===== src/rtl/wr_ctrl_prog.sv =====
// Async FIFO write-side controller: pointer, full/almost_full, level, sticky overflow.
// Define WR_CTRL_OVF_CNT_EN to add the saturating dropped-write counter output ovf_cnt.
module wr_ctrl_prog #(
    parameter int PTR_WIDTH     = 8,
    parameter int SYNC_STAGES   = 2,
    parameter int OVF_CNT_WIDTH = 8
) (
    input  logic                 wr_clk,
    input  logic                 wr_rst,
    input  logic                 wr_en,
    input  logic [PTR_WIDTH:0]   r_ptr_gray,
    input  logic [PTR_WIDTH:0]   af_thresh,
    input  logic                 ovf_clr,
    output logic                 wr_ack,
    output logic [PTR_WIDTH-1:0] wr_addr,
    output logic [PTR_WIDTH:0]   wr_ptr_gray,
    output logic                 full,
    output logic                 almost_full,
    output logic [PTR_WIDTH:0]   wr_level,
    output logic                 overflow
`ifdef WR_CTRL_OVF_CNT_EN
    ,
    output logic [OVF_CNT_WIDTH-1:0] ovf_cnt
`endif
);

    localparam int P = PTR_WIDTH;
    localparam logic [P+1:0] DEPTH = (P+2)'(1) << P;

    logic [P:0]   sync_q [SYNC_STAGES];
    logic [P:0]   rq;
    logic [P:0]   r_bin;
    logic [P:0]   wr_bin_q, wr_bin_d;
    logic [P:0]   gray_q, gray_d;
    logic [P:0]   level_q, level_d;
    logic [P+1:0] free_d;
    logic         full_q, full_d;
    logic         af_q, af_d;
    logic         ovf_q, ovf_d;
    logic         drop;

    assign rq = sync_q[SYNC_STAGES-1];

    always_comb begin
        r_bin = '0;
        for (int i = 0; i <= P; i++) begin
            r_bin[i] = ^(rq >> i);
        end
    end

    assign wr_ack   = wr_en & ~full_q;
    assign drop     = wr_en & full_q;
    assign wr_bin_d = wr_bin_q + {{P{1'b0}}, wr_ack};
    assign gray_d   = wr_bin_d ^ (wr_bin_d >> 1);
    // Full when the write pointer is one lap ahead of the synchronised read pointer
    assign full_d   = (gray_d == {~rq[P:P-1], rq[P-2:0]});
    assign level_d  = wr_bin_d - r_bin;
    assign free_d   = DEPTH - {1'b0, level_d};
    assign af_d     = (free_d <= {1'b0, af_thresh});
    assign ovf_d    = drop | (ovf_q & ~ovf_clr);

    always_ff @(posedge wr_clk) begin
        if (wr_rst) begin
            for (int i = 0; i < SYNC_STAGES; i++) begin
                sync_q[i] <= '0;
            end
        end else begin
            sync_q[0] <= r_ptr_gray;
            for (int i = 1; i < SYNC_STAGES; i++) begin
                sync_q[i] <= sync_q[i-1];
            end
        end
    end

    always_ff @(posedge wr_clk) begin
        if (wr_rst) begin
            wr_bin_q <= '0;
            gray_q   <= '0;
            level_q  <= '0;
            full_q   <= 1'b0;
            af_q     <= 1'b0;
            ovf_q    <= 1'b0;
        end else begin
            wr_bin_q <= wr_bin_d;
            gray_q   <= gray_d;
            level_q  <= level_d;
            full_q   <= full_d;
            af_q     <= af_d;
            ovf_q    <= ovf_d;
        end
    end

    assign wr_addr     = wr_bin_q[P-1:0];
    assign wr_ptr_gray = gray_q;
    assign full        = full_q;
    assign almost_full = af_q;
    assign wr_level    = level_q;
    assign overflow    = ovf_q;

`ifdef WR_CTRL_OVF_CNT_EN
    logic [OVF_CNT_WIDTH-1:0] cnt_q, cnt_d;

    // A drop coinciding with a clear leaves a count of one
    always_comb begin
        cnt_d = cnt_q;
        if (ovf_clr) begin
            cnt_d = {{(OVF_CNT_WIDTH-1){1'b0}}, drop};
        end else if (drop && !(&cnt_q)) begin
            cnt_d = cnt_q + 1'b1;
        end
    end

    always_ff @(posedge wr_clk) begin
        if (wr_rst) begin
            cnt_q <= '0;
        end else begin
            cnt_q <= cnt_d;
        end
    end

    assign ovf_cnt = cnt_q;
`else
    logic unused_cfg;
    assign unused_cfg = (OVF_CNT_WIDTH != 0);
`endif

endmodule

===== config.mk =====
export PLATFORM = sky130hd
export DESIGN_NAME = wr_ctrl_prog
export DESIGN_NICKNAME = d
export VERILOG_FILES = /design/src/rtl/wr_ctrl_prog.sv
export SDC_FILE = /design/constraint.sdc
export NUM_CORES = 1
export LEC_CHECK = 0
export BUFFER_PORTS_ARGS = -buffer_cell sky130_fd_sc_hd__buf_2
export CAP_MARGIN = 20
export CORE_MARGIN = 2
export CORE_UTILIZATION = 55
export CTS_CLUSTER_DIAMETER = 50
export DETAILED_ROUTE_END_ITERATION = 8
export HOLD_SLACK_MARGIN = 0.06
export PLACE_DENSITY = 0.8
export SLEW_MARGIN = 20
export SYNTH_ARGS = -nofsm -noshare
export SYNTH_HDL_FRONTEND = slang
export SYNTH_SLANG_ARGS = --single-unit

===== constraint.sdc =====
create_clock -name wr_clk -period 6.6 [get_ports wr_clk]
set_input_delay 1.32 -clock wr_clk [delete_from_list [all_inputs] [get_ports wr_clk]]
set_output_delay 1.32 -clock wr_clk [all_outputs]
set_load 0.005 [all_outputs]

==> impl_metrics.toml <==
[final_layout]
finalCoreUtilization_pct = 64.54
final_cell_count_no_fill = 385
layout_commonest_cell = "buf_2"
areaGrowthSynthToFinish_pct = 14.97
antenna-diode-count = 0
layout-drive-gt1-share_pct = 22.05
commonest_non_fill_non_tap_cells_in_the_layout = "buf_2, dfxtp_1, xnor2_1, nor2_1, nor2b_1"
nets = 370

[clock_tree]
clkSlewWorstSetupHoldPaths_ns = 0.08
numCtsBuffers = 5
cts_setup_buffers = 0
number_of_hold_buffers_added_after_cts = 0
cts_repair_resize_count = 0
clkSinkCount = 47
cts.htree.levels = 2
clk_latency_ns = 0.29
cts_tree = "built"
max-clock-path-buffers = 2
cts.root.buffer_cell = "clkbuf_8"

[routing]
route.vias.total = 1963
drt-total-wl_microns = 4772
vias_per_cell = 5.099
route.detailed.drc = 0
antenna_violating_nets_post_route = 0
wire_per_inst_microns = 12.39
drt_pre_antenna_iters = 4
initialDrtViolationCount = 51

[logic_synthesis]
yosysWarnings = 0
ys_dominant_reg_cell = "dfxtp_1"
ys_async_sr_fraction_pct = 0
synth_area_sq_um = 2616
synth.avg_cell_area_sq_um = 9.377
postSynthNetCount = 319
synth-edff-count = 0
synth_sequential_area_ratio_pct = 35.96
yosysUniqueCellTypes = 47
ys_ff_latch = 47
synthesis.instances = 279
ys_top_cells_by_area = "dfxtp_1, xnor2_1, ha_1"
synth.largest_area_cell = "dfxtp_1"
yosysTopAreaCellShare_pct = 35.96

[sta]
timing.setup.tns_ns = 0
hold_viol = 0
worst_slack_ns = 1.168
post-route-period-util_pct = 82.30
finalHoldWorstSlack_ns = 0.4410
fmaxAchievable_mhz = 184.1
period_minus_slack_ns = 5.432
number_of_setup_violations_in_the_final_report = 0
rsz0062_at_grt = "no"
timing_worst_slew_pin_value_ns = 0.7849
worst_slew_margin_rel_pct = 47.67
final-max-slew-violation-count = 0
skew_ns = 0.004911

[worst_hold_path]
hp-class = "reg2reg"

[worst_setup_path]
worst-setup-path-type = "reg2reg"
worst_setup_path_startpoint = "sync_q[0][17]"
arrival_ns = 5.63
setup.reg_to_reg.worst_slack_ns = 1.17
rr_worst_depth = 22
critical_path.reg2reg.startpoint = "sync_q[0][17]"
required_time_at_the_worst_slack_endpoint_ns = 6.80
setup.worst_path.end_class = "flop"
crit_fanout = 7
setup.worst_path.start_class = "flop"
critical_path.endpoint = "almost_full"
critical_path.reg2reg.endpoint = "almost_full"

[global_routing]
number_of_global_route_vias_before_repair = 1889
grt_max_degree = 48
grt_antenna_before_repair = 0
overall_global_routing_usage_pct = 19.50
grt_pass1_wl_microns = 7990
globalRoute.totalOverflow = 0

[status]
outcome = "finished clean"

[power]
total_leakage_power_nw = 1.363
power-per-cell-area_nw_per_um2 = 270.6
power.ir.vdd_worst_v = 0.0001642

[floorplanning]
die_h_microns = 72.97
start_util_pct = 56.13
coreArea_sq_um = 4661
num_rows = 25
die_w_microns = 72.97
ios = 52
design.die.area_sq_um = 5325

[place]
placedCellCount = 377
buffer_ports.inserted = 51
hpwl_microns = 3731
place_congestion = 0.8269
post-place-ws_ns = 0.9410

[flow_run]
maxCapViolations = 0
[worst min-delay path by stage]
stage / from / slack, ns / end / depth (start not counted)
floorplan: sync_q[0][1] / 0.41 / sync_q[0][10] / 1
global route: sync_q[0][7] / 0.46 / sync_q[0][16] / 1
global placement: sync_q[0][7] / 0.42 / sync_q[0][16] / 1
CTS: sync_q[0][1] / 0.45 / sync_q[0][10] / 1
detailed placement: sync_q[0][1] / 0.43 / sync_q[0][10] / 1
finish: sync_q[0][7] / 0.44 / sync_q[0][16] / 1
[registers in the layout, summed over array words and instances, names as in the netlist]
signal,flops
wr_bin_q,8
sync_q,18
wr_level,9
wr_ptr_gray,9
full,1
almost_full,1
overflow,1
[critical path, cell delays in order, from the launching register on]
cell	delay, ns
dfxtp_1	0.41
xor3_2	0.59
xnor3_2	0.48
xnor2_1	0.37
xnor2_1	0.17
ha_1	0.18
inv_1	0.06
fa_1	0.41
nor3_1	0.23
maj3_2	0.25
a21oi_2	0.05
maj3_2	0.33
a21oi_2	0.17
xor2_2	0.25
nand4_1	0.14
xor2_1	0.18
ha_1	0.31
nand4_1	0.10
nor2_1	0.09
nand4_1	0.14
nand2_1	0.10
a21oi_1	0.05
a2111oi_2	0.27
[metrics by stage]
stage	total power, mW	area (sq um)
floorplan	0.5697	2616
global placement	0.6340	2913
detailed placement	0.6487	2913
CTS	0.8274	3008
global route	0.8767	3008
finish	0.8140	3008
[Yosys cell counts, types with 2 or more instances]
| cell | instances |
|---|---|
| dfxtp_1 | 47 |
| nor2_1 | 32 |
| xnor2_1 | 32 |
| nor2b_1 | 26 |
| inv_1 | 19 |
| ha_1 | 17 |
| xor2_1 | 15 |
| nand2_1 | 13 |
| a21oi_1 | 7 |
| nand3_1 | 7 |
| clkbuf_1 | 6 |
| o21a_1 | 6 |
| nand4_1 | 5 |
| nor3_1 | 4 |
| o21ai_0 | 4 |
| maj3_2 | 3 |
| a2111o_1 | 2 |
| a211oi_1 | 2 |
| a21oi_2 | 2 |
| o22ai_1 | 2 |
| xor2_2 | 2 |
[routing by layer]
metal	up-vias	track usage (%)	share of wire (%)
met5	-	0	0
met4	0	7.407	1.6
met3	6	4.420	4.8
met2	50	34.85	51
met1	884	22.54	42
li1	1023	-	-
[logic make-up (layout without fill, tap and decap cells)]
| logic type | count (synthesis) | in the layout | synth area share [%] |
|---|---|---|---|
| and+or+nand+nor | 95 | 95 | 18.32 |
| buffers and inverters | 26 | 78 | 3.730 |
| xor gates and xnor gates | 53 | 53 | 20.37 |
| adders and majority gates | 21 | 21 | 10.19 |
| AOI/OAI and AO/OA | 35 | 35 | 10.62 |
| DFF | 47 | 47 | 35.96 |
| muxes | 2 | 2 | 0.8130 |
[area by class of cell]
type                            instances  area (sq um)
Fill cell                             388          1653
Multi-Input combinational cell        206          1578
Sequential cell                        47         940.9
Timing Repair Buffer                   51         255.2
Clock buffer                            7         86.33
Inverter                               19         71.32
Tap cell                               54         67.56
Clock inverter                          1         8.758
[power breakdown]
part	switching (mW)	internal, mW	leakage (nW)
logic	0.172	0.153	0.929
registers	0.00804	0.306	0.386
clock network	0.0894	0.0857	0.0484
total	0.269	0.545	1.36
Power figures use the tool's default switching activity.
